File: config.mk
export PLATFORM = sky130hd
export DESIGN_NAME = alu_arbiter_flat
export DESIGN_NICKNAME = d
export VERILOG_FILES = /design/src/rtl/alu_arbiter_if.sv /design/src/rtl/alu_arbiter.sv /design/src/flat_wrapper.sv
export SDC_FILE = /design/constraint.sdc
export NUM_CORES = 1
export LEC_CHECK = 0
export ABC_AREA = 0
export CORE_MARGIN = 3
export CORE_UTILIZATION = 45
export DETAILED_ROUTE_END_ITERATION = 8
export PLACE_DENSITY = 0.75
export SETUP_SLACK_MARGIN = 0.2
export SLEW_MARGIN = 20
export SYNTH_ARGS = -nofsm -noshare
export SYNTH_HDL_FRONTEND = slang
export SYNTH_SLANG_ARGS = --single-unit
File: constraint.sdc
create_clock -name clk -period 6.7 [get_ports clk]
set_input_delay 0.67 -clock clk [delete_from_list [all_inputs] [get_ports clk]]
set_output_delay 0.67 -clock clk [all_outputs]
set_load 0.05 [all_outputs]
File: src/rtl/alu_arbiter_if.sv
`default_nettype none
// ============================================================================
// Module   : alu_arbiter_if
// Brief    : Two requester ports plus one result port for the shared ALU arbiter.
// Revision : 1.0
// ============================================================================
interface alu_arbiter_if;
  logic        a_valid;
  logic        a_ready;
  logic [31:0] a_op1;
  logic [31:0] a_op2;
  logic [3:0]  a_alu_op;

  logic        b_valid;
  logic        b_ready;
  logic [31:0] b_op1;
  logic [31:0] b_op2;
  logic [3:0]  b_alu_op;

  logic        out_valid;
  logic        out_ready;
  logic [31:0] out_result;
  logic        out_branch;
  logic        out_id;

  logic [15:0] cnt_a;
  logic [15:0] cnt_b;

  modport slave (
    input  a_valid, a_op1, a_op2, a_alu_op,
    input  b_valid, b_op1, b_op2, b_alu_op,
    input  out_ready,
    output a_ready, b_ready,
    output out_valid, out_result, out_branch, out_id,
    output cnt_a, cnt_b
  );

  modport master (
    output a_valid, a_op1, a_op2, a_alu_op,
    output b_valid, b_op1, b_op2, b_alu_op,
    output out_ready,
    input  a_ready, b_ready,
    input  out_valid, out_result, out_branch, out_id,
    input  cnt_a, cnt_b
  );
endinterface
`default_nettype wire

File: src/rtl/alu_arbiter.sv
`default_nettype none
// ============================================================================
// Module   : alu_arbiter
// Brief    : Round-robin sharing of one combinational ALU between two
//            requesters, with a single registered result slot and per-
//            requester completion counters.
// Revision : 1.0
// ============================================================================
module alu_arbiter (
  input  wire logic     clk,
  input  wire logic     rst,
  alu_arbiter_if.slave  bus
);

  typedef enum logic {
    GNT_A = 1'b0,
    GNT_B = 1'b1
  } grant_t;

  localparam logic [3:0] c_op_add = 4'd0;
  localparam logic [3:0] c_op_sub = 4'd1;
  localparam logic [3:0] c_op_and = 4'd2;
  localparam logic [3:0] c_op_or  = 4'd3;
  localparam logic [3:0] c_op_xor = 4'd4;
  localparam logic [3:0] c_op_gt  = 4'd5;
  localparam logic [3:0] c_op_lt  = 4'd6;
  localparam logic [3:0] c_op_srl = 4'd7;
  localparam logic [3:0] c_op_sll = 4'd8;

  grant_t      r_last_grant;
  logic        r_out_valid;
  logic [31:0] r_out_result;
  logic        r_out_branch;
  logic        r_out_id;
  logic [15:0] r_cnt_a;
  logic [15:0] r_cnt_b;

  logic        w_can_accept;
  logic        w_grant_a;
  logic        w_grant_b;
  logic        w_grant_any;
  logic        w_drain;
  logic [31:0] w_sel_op1;
  logic [31:0] w_sel_op2;
  logic [3:0]  w_sel_op;
  logic [31:0] w_alu_result;
  logic        w_alu_branch;

  // Grants are held off while reset is asserted even though the slot is empty.
  assign w_can_accept = !rst && (!r_out_valid || bus.out_ready);
  assign w_drain      = r_out_valid && bus.out_ready;

  always_comb begin
    w_grant_a = 1'b0;
    w_grant_b = 1'b0;
    if (w_can_accept) begin
      if (bus.a_valid && bus.b_valid) begin
        if (r_last_grant == GNT_B) begin
          w_grant_a = 1'b1;
        end else begin
          w_grant_b = 1'b1;
        end
      end else if (bus.a_valid) begin
        w_grant_a = 1'b1;
      end else if (bus.b_valid) begin
        w_grant_b = 1'b1;
      end
    end
  end

  assign w_grant_any = w_grant_a || w_grant_b;

  assign w_sel_op1 = w_grant_b ? bus.b_op1    : bus.a_op1;
  assign w_sel_op2 = w_grant_b ? bus.b_op2    : bus.a_op2;
  assign w_sel_op  = w_grant_b ? bus.b_alu_op : bus.a_alu_op;

  always_comb begin
    w_alu_result = 32'd0;
    w_alu_branch = 1'b0;
    case (w_sel_op)
      c_op_add: w_alu_result = w_sel_op1 + w_sel_op2;
      c_op_sub: w_alu_result = w_sel_op1 - w_sel_op2;
      c_op_and: w_alu_result = w_sel_op1 & w_sel_op2;
      c_op_or:  w_alu_result = w_sel_op1 | w_sel_op2;
      c_op_xor: w_alu_result = w_sel_op1 ^ w_sel_op2;
      c_op_gt: begin
        w_alu_branch = (w_sel_op1 > w_sel_op2);
        w_alu_result = {31'd0, w_alu_branch};
      end
      c_op_lt: begin
        w_alu_branch = (w_sel_op1 < w_sel_op2);
        w_alu_result = {31'd0, w_alu_branch};
      end
      // Whole op2 is the shift amount; anything past 31 empties the word.
      c_op_srl: w_alu_result = (w_sel_op2 > 32'd31) ? 32'd0 : (w_sel_op1 >> w_sel_op2[4:0]);
      c_op_sll: w_alu_result = (w_sel_op2 > 32'd31) ? 32'd0 : (w_sel_op1 << w_sel_op2[4:0]);
      default: begin
        w_alu_result = 32'd0;
        w_alu_branch = 1'b0;
      end
    endcase
  end

  always_ff @(posedge clk or posedge rst) begin
    if (rst) begin
      r_last_grant <= GNT_B;
      r_out_valid  <= 1'b0;
      r_out_result <= 32'd0;
      r_out_branch <= 1'b0;
      r_out_id     <= 1'b0;
    end else if (w_grant_any) begin
      r_last_grant <= w_grant_b ? GNT_B : GNT_A;
      r_out_valid  <= 1'b1;
      r_out_result <= w_alu_result;
      r_out_branch <= w_alu_branch;
      r_out_id     <= w_grant_b;
    end else if (w_drain) begin
      r_out_valid  <= 1'b0;
    end
  end

  // Counters track results handed to the consumer, not grants.
  always_ff @(posedge clk or posedge rst) begin
    if (rst) begin
      r_cnt_a <= 16'd0;
      r_cnt_b <= 16'd0;
    end else if (w_drain) begin
      if (r_out_id) begin
        r_cnt_b <= r_cnt_b + 16'd1;
      end else begin
        r_cnt_a <= r_cnt_a + 16'd1;
      end
    end
  end

  assign bus.a_ready    = w_grant_a;
  assign bus.b_ready    = w_grant_b;
  assign bus.out_valid  = r_out_valid;
  assign bus.out_result = r_out_result;
  assign bus.out_branch = r_out_branch;
  assign bus.out_id     = r_out_id;
  assign bus.cnt_a      = r_cnt_a;
  assign bus.cnt_b      = r_cnt_b;

endmodule
`default_nettype wire
File: src/flat_wrapper.sv
// flat-port wrapper written by rule: the top's interface ports become plain ports
module alu_arbiter_flat 
  (clk, rst, bus_a_valid, bus_a_op1, bus_a_op2, bus_a_alu_op, bus_b_valid, bus_b_op1, bus_b_op2, bus_b_alu_op, bus_out_ready, bus_a_ready, bus_b_ready, bus_out_valid, bus_out_result, bus_out_branch, bus_out_id, bus_cnt_a, bus_cnt_b);
  alu_arbiter_if bus_i ();
  input  wire logic clk;
  input  wire logic rst;
  input wire logic [$bits(bus_i.a_valid)-1:0] bus_a_valid;
  input wire logic [$bits(bus_i.a_op1)-1:0] bus_a_op1;
  input wire logic [$bits(bus_i.a_op2)-1:0] bus_a_op2;
  input wire logic [$bits(bus_i.a_alu_op)-1:0] bus_a_alu_op;
  input wire logic [$bits(bus_i.b_valid)-1:0] bus_b_valid;
  input wire logic [$bits(bus_i.b_op1)-1:0] bus_b_op1;
  input wire logic [$bits(bus_i.b_op2)-1:0] bus_b_op2;
  input wire logic [$bits(bus_i.b_alu_op)-1:0] bus_b_alu_op;
  input wire logic [$bits(bus_i.out_ready)-1:0] bus_out_ready;
  output wire logic [$bits(bus_i.a_ready)-1:0] bus_a_ready;
  output wire logic [$bits(bus_i.b_ready)-1:0] bus_b_ready;
  output wire logic [$bits(bus_i.out_valid)-1:0] bus_out_valid;
  output wire logic [$bits(bus_i.out_result)-1:0] bus_out_result;
  output wire logic [$bits(bus_i.out_branch)-1:0] bus_out_branch;
  output wire logic [$bits(bus_i.out_id)-1:0] bus_out_id;
  output wire logic [$bits(bus_i.cnt_a)-1:0] bus_cnt_a;
  output wire logic [$bits(bus_i.cnt_b)-1:0] bus_cnt_b;
  assign bus_i.a_valid = bus_a_valid;
  assign bus_i.a_op1 = bus_a_op1;
  assign bus_i.a_op2 = bus_a_op2;
  assign bus_i.a_alu_op = bus_a_alu_op;
  assign bus_i.b_valid = bus_b_valid;
  assign bus_i.b_op1 = bus_b_op1;
  assign bus_i.b_op2 = bus_b_op2;
  assign bus_i.b_alu_op = bus_b_alu_op;
  assign bus_i.out_ready = bus_out_ready;
  assign bus_a_ready = bus_i.a_ready;
  assign bus_b_ready = bus_i.b_ready;
  assign bus_out_valid = bus_i.out_valid;
  assign bus_out_result = bus_i.out_result;
  assign bus_out_branch = bus_i.out_branch;
  assign bus_out_id = bus_i.out_id;
  assign bus_cnt_a = bus_i.cnt_a;
  assign bus_cnt_b = bus_i.cnt_b;
  alu_arbiter u_core (.clk(clk), .rst(rst), .bus(bus_i));
endmodule
==> impl_metrics.env <==
export IMPL_vias=17400
export IMPL_p_leak_nw=7.27
export IMPL_clock_sinks=68
export IMPL_ctsHoldBuffers=0
export IMPL_clock_latency_ps=360
export IMPL_use_met3=0.0935
export IMPL_power_switching_share=0.510
export IMPL_grt_usage=0.401
export IMPL_finalCritPeriodShare=0.823
export IMPL_min_period_ps=5520
export IMPL_core_area_sq_um=31000
export IMPL_synth_area_sq_um=14300
export IMPL_drc=0
export IMPL_critPathLaunchType="primary input"
export IMPL_max_freq_mhz=181
export IMPL_power_frac_seq=0.171
export IMPL_fp_row_count=64
export IMPL_synth_area_per_cell_sq_um=7.23
export IMPL_r2r_cells=15
export IMPL_start_util=0.463
export IMPL_crit_arrival_ps=5790
export IMPL_die_h_um=185
export IMPL_fin_util=0.549
export IMPL_nNetsFinal=2349
export IMPL_synth_warning_count=0
export IMPL_wl_per_cell_um=28.0
export IMPL_status="finished clean"
export IMPL_critPathCaptureType="flop"
export IMPL_grt_ovfl_total=0
export IMPL_cp_max_fo=88
export IMPL_path_clk_slew_ps=70
export IMPL_cts_root_buf="clkbuf_16"
export IMPL_layout_cells_non_filler=2508
export IMPL_cts_repair_resize_count=0
export IMPL_drtIter0Drc=2614
export IMPL_synthArstFlopShare=1.00
export IMPL_globalRouteMet2Util=0.584
export IMPL_syn_nets=2225
export IMPL_cts_tree="built"
export IMPL_cp_required_ps=6980
export IMPL_hpwl_um=54600
export IMPL_clkPwrFrac=0.185
export IMPL_holdPathStages=1
export IMPL_port_buffers=209
export IMPL_place_inst=2492
export IMPL_power_switching_mw=1.55
export IMPL_fin_ws_ps=1180
export IMPL_ys_seq_elements=68
export IMPL_gp_congestion=1.06
export IMPL_synth_flop_cell="dfrtp_1"
export IMPL_peakVddDrop_mv=0.136
export IMPL_finClkSkew_ps=18.2
export IMPL_drt_wl_total_um=70300
export IMPL_num_antenna_cells=0
export IMPL_rsz0062_at_grt="false"
export IMPL_tns_ps=0
export IMPL_cts_setup_buffers=0
export IMPL_die_area_sq_um=34000
export IMPL_synth_largest_area_cell="dfrtp_1"
export IMPL_layout_drive_gt1_share=0.0829
export IMPL_synth_edff_count=0
export IMPL_cts_path_max_buffers=2
export IMPL_finalMaxSlewViolations=0
export IMPL_yosys_area_top_type_share=0.117
export IMPL_dp_slack_ps=1040
export IMPL_setup_viol=0
export IMPL_crit_type="in2reg"
export IMPL_worst_slew_pin_slew_ps=1100
export IMPL_first_global_vias=16100
export IMPL_drv_cap=0
export IMPL_antenna_left=0
export IMPL_p_comb_frac=0.645
export IMPL_final_common_cell="nand2_1"
export IMPL_numCtsBuffers=9
export IMPL_grtUsageMet1=0.557
export IMPL_antenna_found_initial=0
export IMPL_slew_headroom=0.263
export IMPL_gr_max_usage_layer="met2"
export IMPL_p_int_mw=1.49
export IMPL_grt_max_degree=89
export IMPL_io_pins=210
export IMPL_synthTopCellsByArea="dfrtp_1, mux2i_1, ha_1, nand2_1, a21oi_1"
export IMPL_total_power_mw=3.03
export IMPL_hold_viol=0
export IMPL_p_per_area_nw_per_um2=178
export IMPL_syn2layout_area_growth_pct=18.7
export IMPL_die_w_um=185
export IMPL_hold_path_class="reg2reg"
export IMPL_ys_seq_area_frac=0.119
export IMPL_drt_pass1_iter_count=5
export IMPL_final_cell_mix="nand2_1, clkdlybuf4s50_1, mux2i_1"
export IMPL_htree_num_levels=3
export IMPL_synth_cell_types=92
export IMPL_syn_instance_count=1983
export IMPL_vias_per_cell=6.93
export IMPL_grt_pass1_wl_um=104000
-- cells by family (layout without fill, tap and decap cells) --
logic type      Yosys count  in the layout  share of synthesized area
mux                     203            203                      0.166
flops                    68             68                      0.119
compound gates          598            598                      0.292
fa+ha+maj               101            101                     0.0892
buf+inv                 256            385                     0.0762
simple gates            709            709                      0.229
xor+xnor                 48             48                     0.0293
-- path summary, 6_finish.rpt --
kind / from / to / slack (ps)
worst max register to register: u_core.r_last_grant / u_core.bus.out_result[26] / 1570
max in group asynchronous: rst / u_core.bus.cnt_a[0] / 5110
worst min register to register: u_core.bus.cnt_b[15] / u_core.bus.cnt_b[15] / 470
worst min-delay path: u_core.bus.cnt_b[15] / u_core.bus.cnt_b[15] / 470
min in group asynchronous: rst / u_core.bus.out_result[15] / 830
worst max-delay path: bus_b_valid / u_core.bus.out_result[26] / 1180
-- worst max-delay path: stages --
cell and delay [ps]:
clkdlybuf4s50_1 530, a21boi_4 450, nand3_4 150, buf_12 250, nand2_1 130, nand2_1 100, ha_1 280, fa_1 460
nor2b_1 160, o311ai_0 470, a31oi_1 250, o21ai_0 680, o21ai_0 450, a21oi_1 270, xor2_1 160, nand2_1 70
a41oi_1 190
-- registers in the layout, summed over array words and instances (netlist names) --
name,cells
u_core.bus.cnt_b,16
u_core.bus.out_result,32
u_core.bus.out_valid,1
u_core.bus.out_id,1
u_core.r_last_grant,1
u_core.bus.cnt_a,16
u_core.bus.out_branch,1
-- power groups by stage --
stage / clock network, mW / registers [mW] / logic (mW)
floorplan: 0 / 0.683 / 1.06
global placement: 0 / 0.521 / 1.89
detailed placement: 0 / 0.524 / 1.89
CTS: 0.566 / 0.516 / 1.90
global route: 0.576 / 0.524 / 2.07
finish: 0.560 / 0.518 / 1.96
-- metrics by stage --
stage | cell area [sq um] | hold WS [ps]
5_1_grt | 17000 | 481
3_5_place_dp | 16700 | 465
2_1_floorplan | 14300 | 471
3_3_place_gp | 16700 | 463
4_1_cts | 17000 | 474
6_report | 17000 | 466
-- routing by layer --
layer  up-vias  share of wire
li1       7627              -
met1      8284           0.41
met2      1256           0.41
met3       222           0.12
met4         0          0.057
met5         -              0
-- synth_stat cells (all sizes together) (29+ instances only) --
cell type    n
nand2      311
mux2i      143
a21oi      135
nor2       125
o21ai      109
inv        104
ha          99
buf         75
clkbuf      75
dfrtp       67
nor3        55
nand3       43
mux2        36
xnor2       36
a211oi      34
nor4        29
-- layout make-up --
cell class	count	area (sq um)
clock buffers	10	239
clock inverters	6	95.1
multi-input cells	1659	11600
inverters	106	402
repair buffers	263	2510
well taps	396	495
flip-flops and latches	68	1700
fillers	3009	14000
Note: power is estimated with default switching activity, not from simulation.
